### config.mk
export PLATFORM = sky130hd
export DESIGN_NAME = pwm_capture_flat
export DESIGN_NICKNAME = d
export VERILOG_FILES = /design/src/rtl/pwm_capture_if.sv /design/src/rtl/pwm_capture.sv /design/src/flat_wrapper.sv
export SDC_FILE = /design/constraint.sdc
export NUM_CORES = 1
export LEC_CHECK = 0
export CAP_MARGIN = 30
export CORE_MARGIN = 3
export CORE_UTILIZATION = 60
export DETAILED_ROUTE_END_ITERATION = 12
export PLACE_DENSITY = 0.87
export SLEW_MARGIN = 15
export SYNTH_ARGS = -nofsm -noshare
export SYNTH_HDL_FRONTEND = slang
export SYNTH_SLANG_ARGS = --single-unit
### constraint.sdc
create_clock -name clk -period 4.2 [get_ports clk]
set_clock_uncertainty 0.1 [all_clocks]
set_input_delay 0.42 -clock clk [delete_from_list [all_inputs] [get_ports clk]]
set_output_delay 0.42 -clock clk [all_outputs]
set_load 0.1 [all_outputs]
### src/rtl/pwm_capture_if.sv
// pwm_capture_if: bundle between a PWM pin and the capture block.
//   pwm_in     - asynchronous PWM level from the pin
//   duty_cnt   - high cycles of the last complete period (saturating)
//   period_cnt - rising-to-rising cycles of the last complete period, 0 when stuck
//   valid      - one-cycle strobe on each measurement update
//   stuck      - no input edge seen for the timeout window
// master: drives the pin and observes results; slave: the capture block.
interface pwm_capture_if #(
    parameter int unsigned PD_CNT = 8
);
    logic              pwm_in;
    logic [PD_CNT-1:0] duty_cnt;
    logic [PD_CNT:0]   period_cnt;
    logic              valid;
    logic              stuck;

    modport master (
        output pwm_in,
        input  duty_cnt,
        input  period_cnt,
        input  valid,
        input  stuck
    );

    modport slave (
        input  pwm_in,
        output duty_cnt,
        output period_cnt,
        output valid,
        output stuck
    );
endinterface

### src/rtl/pwm_capture.sv
// pwm_capture: measures high time and period of an incoming PWM waveform.
// Ports:
//   clk - system clock
//   rst - synchronous, active-low reset
//   bus - pwm_capture_if.slave (pwm_in in; duty_cnt, period_cnt, valid, stuck out)
// The input goes through a 3-flop synchronizer; edges are detected between the
// 2nd and 3rd flops. A measurement is reported on each rise that closes a fully
// observed high+low period. With no edge for 2^(PD_CNT+1)-1 cycles the block
// reports a stuck level once and waits for activity.
module pwm_capture #(
    parameter int unsigned PD_CNT = 8
) (
    input  logic         clk,
    input  logic         rst,
    pwm_capture_if.slave bus
);
    localparam logic [PD_CNT:0]   TMAX   = '1;
    localparam logic [PD_CNT-1:0] HI_MAX = '1;

    typedef enum logic [2:0] {
        SEARCH,
        ARMED,
        MEAS_HIGH,
        MEAS_LOW,
        STUCK
    } state_t;

    state_t            state_q, state_d;
    logic              s1_q, s2_q, s3_q;
    logic [PD_CNT-1:0] hi_q, hi_d;
    logic [PD_CNT:0]   per_q, per_d;
    logic [PD_CNT-1:0] hi_lat_q, hi_lat_d;
    logic [PD_CNT-1:0] duty_q, duty_d;
    logic [PD_CNT:0]   period_q, period_d;
    logic              valid_q, valid_d;
    logic              stuck_q, stuck_d;

    logic              rise, fall, timeout;
    logic [PD_CNT-1:0] hi_inc;
    logic [PD_CNT:0]   per_inc;

    assign rise    = s2_q & ~s3_q;
    assign fall    = ~s2_q & s3_q;
    // An edge in the same cycle as the timeout takes precedence.
    assign timeout = (state_q != STUCK) && (per_q == TMAX) && !(rise || fall);
    assign hi_inc  = (hi_q == HI_MAX) ? hi_q : hi_q + 1'b1;
    assign per_inc = (per_q == TMAX) ? per_q : per_q + 1'b1;

    // State and datapath registers
    always_ff @(posedge clk) begin
        if (!rst) begin
            state_q  <= SEARCH;
            s1_q     <= 1'b1;
            s2_q     <= 1'b1;
            s3_q     <= 1'b1;
            hi_q     <= '0;
            per_q    <= '0;
            hi_lat_q <= '0;
            duty_q   <= '0;
            period_q <= '0;
            valid_q  <= 1'b0;
            stuck_q  <= 1'b0;
        end else begin
            state_q  <= state_d;
            s1_q     <= bus.pwm_in;
            s2_q     <= s1_q;
            s3_q     <= s2_q;
            hi_q     <= hi_d;
            per_q    <= per_d;
            hi_lat_q <= hi_lat_d;
            duty_q   <= duty_d;
            period_q <= period_d;
            valid_q  <= valid_d;
            stuck_q  <= stuck_d;
        end
    end

    // Next-state logic
    always_comb begin
        state_d = state_q;
        unique case (state_q)
            SEARCH: begin
                if (fall)         state_d = ARMED;
                else if (timeout) state_d = STUCK;
            end
            ARMED: begin
                if (rise)         state_d = MEAS_HIGH;
                else if (timeout) state_d = STUCK;
            end
            MEAS_HIGH: begin
                if (fall)         state_d = MEAS_LOW;
                else if (timeout) state_d = STUCK;
            end
            MEAS_LOW: begin
                if (rise)         state_d = MEAS_HIGH;
                else if (timeout) state_d = STUCK;
            end
            STUCK: begin
                if (rise)         state_d = MEAS_HIGH;
                else if (fall)    state_d = ARMED;
            end
            default:              state_d = SEARCH;
        endcase
    end

    // Counter and output logic
    always_comb begin
        hi_d     = hi_q;
        per_d    = per_q;
        hi_lat_d = hi_lat_q;
        duty_d   = duty_q;
        period_d = period_q;
        valid_d  = 1'b0;
        stuck_d  = stuck_q;
        unique case (state_q)
            SEARCH: begin
                per_d = per_inc;
                if (fall) begin
                    hi_d  = 1;
                    per_d = 1;
                end
            end
            ARMED: begin
                per_d = per_inc;
                if (rise) begin
                    hi_d  = 1;
                    per_d = 1;
                end
            end
            MEAS_HIGH: begin
                hi_d  = hi_inc;
                per_d = per_inc;
                if (fall) hi_lat_d = hi_q;
            end
            MEAS_LOW: begin
                per_d = per_inc;
                if (rise) begin
                    duty_d   = hi_lat_q;
                    period_d = per_q;
                    valid_d  = 1'b1;
                    stuck_d  = 1'b0;
                    hi_d     = 1;
                    per_d    = 1;
                end
            end
            STUCK: begin
                if (rise || fall) begin
                    hi_d  = 1;
                    per_d = 1;
                end
            end
            default: ;
        endcase
        if (timeout) begin
            duty_d   = s2_q ? HI_MAX : '0;
            period_d = '0;
            stuck_d  = 1'b1;
            valid_d  = 1'b1;
        end
    end

    assign bus.duty_cnt   = duty_q;
    assign bus.period_cnt = period_q;
    assign bus.valid      = valid_q;
    assign bus.stuck      = stuck_q;
endmodule

### src/flat_wrapper.sv
// flat-port wrapper written by rule: the top's interface ports become plain ports
module pwm_capture_flat 
#(
    parameter int unsigned PD_CNT = 8
)
  (clk, rst, bus_pwm_in, bus_duty_cnt, bus_period_cnt, bus_valid, bus_stuck);
  pwm_capture_if #(.PD_CNT(PD_CNT)) bus_i ();
  input  logic clk;
  input  logic rst;
  input wire logic [$bits(bus_i.pwm_in)-1:0] bus_pwm_in;
  output wire logic [$bits(bus_i.duty_cnt)-1:0] bus_duty_cnt;
  output wire logic [$bits(bus_i.period_cnt)-1:0] bus_period_cnt;
  output wire logic [$bits(bus_i.valid)-1:0] bus_valid;
  output wire logic [$bits(bus_i.stuck)-1:0] bus_stuck;
  assign bus_i.pwm_in = bus_pwm_in;
  assign bus_duty_cnt = bus_i.duty_cnt;
  assign bus_period_cnt = bus_i.period_cnt;
  assign bus_valid = bus_i.valid;
  assign bus_stuck = bus_i.stuck;
  pwm_capture #(.PD_CNT(PD_CNT)) u_core (.clk(clk), .rst(rst), .bus(bus_i));
endmodule
==> summary.md, run 1 <==
| Metric | Value |
|---|---|
| Clock power share | 0.349 |
| Placeable Area | between 3000 and 4000 µm² |
| P&R area growth vs syn | 13.0% |
| Area after DPL | about 2400 µm² |
| I/O pin cnt | 22 |
| DRT iter0 DRCs | ~150 |
| Pleak | 0.775 nW |
| Synthesis Warnings | 0 |
| DR DRC count | 0 |
| First-pass GRT wire length | 7660 µm |
| Maximum VDD drop | 0.256 mV |
| Syn Inst Count | 263 |
| Vias/cell | 5.95 |
| Crit-path max cell delay | ~1100 ps |
| Nets | between 200 and 300 |
| First-pass DRT Iterations | 4 |
| FF-to-FF path depth | 4 |
| # Post-CTS Setup Buffers | 0 |
| Min-delay worst type | flip-flop to flip-flop |
| Worst-path clk slew | 140 ps |
| Switching pwr | 0.184 mW |
| Post-DP HPWL | a little over 3000 µm |
| GPL Wtd Cong | 0.822 |
| Die width | around 66 µm |
| Setup_tns | 0 ps |
| Critical Path End Type | output pin |
| Critical-path maximum fanout | 2 |
| Maxcap violations | 0 |
| Share of layout cells above drive strength 1 | 0.0538 |
| RSZ-0062 raised after global routing | false |
| Die Area | 4380 µm² |
| Worst hold stages | 1 |
| Largest delay contributor family on the critical path | buffers and inverters |
| Mapped cell area | 2170 µm² |
| F_max | 414 MHz |
| Critical setup path kind | flip-flop to output pin |
| Biggest area consumer among synthesized cells | dfxtp_1 |
| Clock sinks | 50 |
| CTS resizes | 0 |
| Worst-path cell with the longest stage delay | clkdlybuf4s50_1 |
| Largest net degree at the start of global routing | 20 |
| Min Tclk post-route | about 2400 ps |
| Effective utilization at floorplan | 0.636 |
| Seq cells post-synth | 50 |
| Site row count | 21 |
| Gr usage total | 0.228 |
| H-tree depth | 2 |
| Synth area leaders | dfxtp_1 (46%), nand2_1 (11%), a21oi_1 (7.1%) |
| Port Buf Inserts | 21 |
| Number of synthesized flops with an enable pin | 0 |
| Switch share | 0.229 |
| TritonCTS clock tree | yes |
| Post-route cell area | 2450 µm² |
| CTS max path bufs | 2 |
| Sequential element share of the synthesized area | 0.461 |
| Hold Slack | roughly 320 ps |
| Top-area cell type share of the netlist area | 0.461 |
| FILL cells | around 270 |
| Antenna cells | 0 |
| Arrival @ worst endpoint | about 1900 ps |
| Total Routed Length | 4450 µm |
| Syn_area_per_cell | approximately 8.3 µm² |
| Internal Power | 0.617 mW |
| Worst-Skew Late Latency | between 300 and 400 ps |
| Gr ovfl total | 0 |
| Crit path cell chain | clkdlybuf4s50_1 |
| Crit path launch type | flip-flop |
| Syn nets | 270 |
| Vias | 1,933 |
| Post-route ant nets | 0 |
| Synth cell types | 40 |
| Placed Cells | 317 |
| Seq pwr share | 0.609 |
| Post-CTS Hold Buffers | 0 |
| Initial antenna violation count | 0 |
| CP required | 3680 ps |
| Share of flip-flops with an asynchronous set or reset | 0 |
| Wire per inst | ~14 µm |
| Die height | 66.2 µm |
| Buffers plus inverters on the worst setup path | 1 |
| Relative slew slack | 0.349 |
| Finished Layout Cells | 325 |
| Final setup fails | 0 |
| PD cells | 326 nW/µm² |
| Fin. max-slew vios | 0 |
| Logic pwr share | 0.042 |
| Cell depth of the worst setup path | 1 |
| Worst slew pin tran | approximately 970 ps |
| Run status | finished clean |
| Hold Vio Cnt, Final | 0 |
| Vias in the first global route | 1,659 |
| CTS Buf Count | 5 |
| Clock Tree Root | clkbuf_4 |
| Period utilization | 0.575 |
| Main flop type after synthesis | dfxtp_1 |
worst paths after layout:
kind                                  startpoint                                  end  slack [ps]
min reg2reg               u_core.s1_q$_SDFF_PN1_               u_core.s2_q$_SDFF_PN1_         320
min                       u_core.s1_q$_SDFF_PN1_               u_core.s2_q$_SDFF_PN1_         320
max          u_core.bus.duty_cnt[6]$_SDFFE_PN0P_                      bus_duty_cnt[6]        1780
max reg2reg       u_core.state_q[0]$_SDFFE_PN0P_  u_core.bus.duty_cnt[7]$_SDFFE_PN0P_        1780
metrics by stage:
step                total power, mW  worst slack [ps]   util
floorplan                     0.524              2010      -
global placement              0.530              1870  0.693
CTS                           0.803              1790  0.719
detailed placement            0.531              1830  0.695
finish                        0.800              1780  0.719
global route                  0.833              1670  0.719
placed cells by master, fill, tap and decap left out, types with 2 or more instances in the layout:
master	instances
clkbuf_4	5
and2_1	2
nor3_1	6
and4_1	2
nand2b_1	2
o21ba_2	2
o21ai_0	6
nand4_1	5
o31ai_1	12
ha_1	4
dfxtp_1	50
inv_1	6
or3_1	3
nor3b_1	2
nor2b_1	2
or4_1	7
xor2_1	2
a21oi_1	31
o31a_1	2
a31oi_1	9
clkinvlp_4	2
nand3_1	9
clkdlybuf4s50_1	21
nor2_1	9
nand2_1	61
cell families after synthesis:
logic type	Yosys count	share of synthesized area
AND/OR/NAND/NOR	117	0.261
AO/OA/AOI/OAI	69	0.199
flip-flops	50	0.461
buffers and inverters	20	0.0438
adder cells (fa/ha/maj)	4	0.0230
XOR/XNOR	2	0.00807
multiplexers	1	0.00461
routing by layer:
metal / global-route usage / up-vias / wire [µm]
met5: 0 / - / 0
met4: 0.114 / 0 / 94
met3: 0.0408 / 10 / 280
met2: 0.351 / 68 / 2040
met1: 0.304 / 882 / 2030
li1: - / 973 / -
power groups by stage:
stage | logic (mW) | registers [mW] | clock network [mW]
finish | 0.0335 | 0.488 | 0.279
global route | 0.0374 | 0.489 | 0.307
CTS | 0.0335 | 0.487 | 0.282
global placement | 0.0323 | 0.497 | 0
floorplan | 0.0287 | 0.495 | 0
detailed placement | 0.0332 | 0.498 | 0
cell type report:
class	count	area, µm²	share of cell area
clock buffers	5	37.5	0.0153
clock inverters	3	45.0	0.0183
inverters	6	22.5	0.00917
multi-input cells	193	1080	0.438
flip-flops and latches	50	1000	0.408
well taps	46	57.6	0.0234
repair buffers	22	215	0.0877
cell usage after synthesis, types with 2 or more instances:
| cell | count |
|---|---|
| nor3_1 | 6 |
| nand4_1 | 5 |
| and4_1 | 2 |
| xor2_1 | 2 |
| o31ai_1 | 12 |
| a21oi_1 | 31 |
| o21ba_2 | 2 |
| ha_1 | 4 |
| buf_2 | 4 |
| o31a_1 | 2 |
| or4_1 | 7 |
| buf_6 | 2 |
| nor2_1 | 9 |
| clkbuf_1 | 8 |
| inv_1 | 6 |
| nand3_1 | 9 |
| dfxtp_1 | 50 |
| o21ai_0 | 6 |
| or3_1 | 3 |
| a31oi_1 | 9 |
| nand2_1 | 61 |
| nor3b_1 | 2 |
| nand2b_1 | 2 |
| and2_1 | 2 |
| nor2b_1 | 2 |
registers in the layout, indices dropped and copies added, names as in the netlist:
| name | count |
|---|---|
| u_core.bus.valid | 1 |
| u_core.s2_q | 1 |
| u_core.s3_q | 1 |
| u_core.hi_q | 8 |
| u_core.bus.duty_cnt | 8 |
| u_core.bus.period_cnt | 9 |
| u_core.s1_q | 1 |
| u_core.per_q | 9 |
| u_core.bus.stuck | 1 |
| u_core.hi_lat_q | 8 |
| u_core.state_q | 3 |
(Power assumes the default switching activity.)
==> run 2: changes to the inputs <==
--- a/config.mk
+++ b/config.mk
@@ -7,9 +7,9 @@
 export LEC_CHECK = 0
 export CAP_MARGIN = 30
 export CORE_MARGIN = 3
-export CORE_UTILIZATION = 60
+export CORE_UTILIZATION = 55
 export DETAILED_ROUTE_END_ITERATION = 12
-export PLACE_DENSITY = 0.87
+export PLACE_DENSITY = 0.81
 export SLEW_MARGIN = 15
 export SYNTH_ARGS = -nofsm -noshare
 export SYNTH_HDL_FRONTEND = slang
==> constraint.sdc (replaced) <==
create_clock -name clk -period 2.5 [get_ports clk]
set_clock_uncertainty 0.1 [all_clocks]
set_input_delay 0.25 -clock clk [delete_from_list [all_inputs] [get_ports clk]]
set_output_delay 0.25 -clock clk [all_outputs]
set_load 0.1 [all_outputs]
==> run 2 against run 1 <==
Count of clock-buffer cells in the layout increased by 1. Sequential cell count unchanged. Sequential power increased by 68%. Via count decreased by 0.10%. Sequential share of layout area decreased by 0.12 points. Core utilization decreased by 6.1 points. Combinational power increased by 73%. Highest routed layer unchanged. Largest power group unchanged. Setup slack got worse by 1600 ps. Total power increased by 78%. First-iteration DRC count decreased by 19%. Global-route usage decreased by 3.4 points.
==> summary.md, run 2 (synthesized netlist as in run 1, its figures left out) <==
| Metric | Value |
|---|---|
| Antenna cells | 0 |
| Min Tclk post-route | 2280 ps |
| Effective utilization at floorplan | 0.580 |
| Largest net degree at the start of global routing | 20 |
| Hold Vio Cnt, Final | 0 |
| Post-DP HPWL | 3110 µm |
| Commonest non-fill, non-tap cells in the layout | nand2_1 (61), dfxtp_1 (50), a21oi_1 (31) |
| F_max | roughly 440 MHz |
| RSZ-0062 raised after global routing | false |
| Initial antenna violation count | 0 |
| Fin. max-slew vios | 0 |
| Critical setup path kind | flip-flop to flip-flop |
| # Post-CTS Setup Buffers | 0 |
| First-pass GRT wire length | about 6900 µm |
| Maxcap violations | 0 |
| CTS Buf Count | 5 |
| Post-route ant nets | 0 |
| Clock Tree Root | clkbuf_8 |
| Final WS setup | roughly 220 ps |
| Worst slew pin tran | 676 ps |
| Arrival @ worst endpoint | roughly 2400 ps |
| Die height | 68.8 µm |
| Critical-path maximum fanout | 10 |
| Nets | 288 |
| First-pass DRT Iterations | 4 |
| H-tree depth | 2 |
| Critical Path End Type | flip-flop |
| Pleak | 0.842 nW |
| PD cells | about 580 nW/µm² |
| CTS resizes | 0 |
| Clock sinks | 50 |
| DRT iter0 DRCs | 124 |
| Pre-CTS setup slack | 234 ps |
| Total Routed Length | 4340 µm |
| TritonCTS clock tree | yes |
| Worst-Skew Late Latency | ~290 ps |
| P&R area growth vs syn | 13.4% |
| Die width | 68.8 µm |
| GPL Wtd Cong | 0.839 |
| Port Buf Inserts | 21 |
| Maximum VDD drop | between 0.2 and 0.3 mV |
| Vias in the first global route | 1,572 |
| Final setup fails | 0 |
| Vias | around 1,900 |
| Post-CTS Hold Buffers | 0 |
| Vias/cell | just under 6 |
| I/O pin cnt | 22 |
| Share of layout cells above drive strength 1 | 0.128 |
| Setup_tns | 0 ps |
| CP required | approximately 2600 ps |
| Run status | finished clean |
| Gr usage total | 0.194 |
| Site row count | 22 |
| Wire per inst | 13.1 µm |
| CTS max path bufs | 2 |
| Most common cell after layout, fill and taps aside | nand2_1 |
| DR DRC count | 0 |
| Placeable Area | 3740 µm² |
| Relative slew slack | 0.545 |
| Min-delay worst type | flip-flop to flip-flop |
| Crit path launch type | flip-flop |
| Worst-path clk slew | 90 ps |
| Gr ovfl total | 0 |
| Power, Total | 1.43 mW |
| Die Area | roughly 4700 µm² |
| Period utilization | 0.913 |
-- run 2: cell count changes in the layout (fill, tap and decap cells not counted), sizes merged --
cell,previous run,this run
clkdlybuf4s50,21,2
clkbuf,5,6
clkinvlp,2,1
buf,1,23
-- run 2: final timing paths --
kind / from / endpoint / slack (ps) / cells after the start
worst max-delay path: u_core.s3_q$_SDFF_PN1_ / u_core.hi_q[3]$_SDFFE_PN0P_ / 220 / 6
worst min-delay path: u_core.s1_q$_SDFF_PN1_ / u_core.s2_q$_SDFF_PN1_ / 320 / 1
worst min register to register: u_core.s1_q$_SDFF_PN1_ / u_core.s2_q$_SDFF_PN1_ / 320 / 1
worst max register to register: u_core.s3_q$_SDFF_PN1_ / u_core.hi_q[3]$_SDFFE_PN0P_ / 220 / 6
-- run 2: where the power goes --
group          switching [mW]  internal [mW]  leakage (nW)  total [mW]
combinational          0.0356         0.0223         0.386      0.0579
sequential             0.0132          0.805         0.404       0.818
clock                   0.254          0.298        0.0514       0.552
-- run 2: area by class of cell --
type | count | area (µm²)
inverters | 6 | 22.5
fillers | 326 | 1280
clock buffers | 6 | 72.6
flip-flops and latches | 50 | 1000
repair buffers | 25 | 193
well taps | 48 | 60.1
clock inverters | 2 | 37.5
multi-input cells | 193 | 1080
-- run 2: worst max-delay path, cell delays in order (launching register included) --
cell     delay (ps)
dfxtp_1         340
inv_1            50
ha_1            320
or4b_4          510
o31a_1          220
or4_1           540
a21oi_1         150
-- run 2: layer usage --
layer,track usage,vias to the layer above,routed length (µm)
met5,0,-,0
met4,0.0633,0,53
met3,0.0519,8,303
met2,0.294,61,1870
met1,0.267,886,2110
li1,-,976,-
-- run 2: metrics by stage --
stage / util / std cells / hold WS, ps / instance area [µm²]
6_report: 0.658 / 330 / 319 / 2460
5_1_grt: 0.658 / 330 / 340 / 2460
3_3_place_gp: 0.628 / 322 / 292 / 2350
3_5_place_dp: 0.628 / 322 / 302 / 2350
4_1_cts: 0.658 / 330 / 323 / 2460
2_1_floorplan: - / 263 / 251 / 2170
==> run 3: changes to the inputs <==
--- a/config.mk
+++ b/config.mk
@@ -10,6 +10,7 @@
 export CORE_UTILIZATION = 55
 export DETAILED_ROUTE_END_ITERATION = 12
 export PLACE_DENSITY = 0.81
+export SKIP_LAST_GASP = 1
 export SLEW_MARGIN = 15
 export SYNTH_ARGS = -nofsm -noshare
 export SYNTH_HDL_FRONTEND = slang
==> results of run 3 <==
Final layout, timing and power as in run 2 (identical DEF).
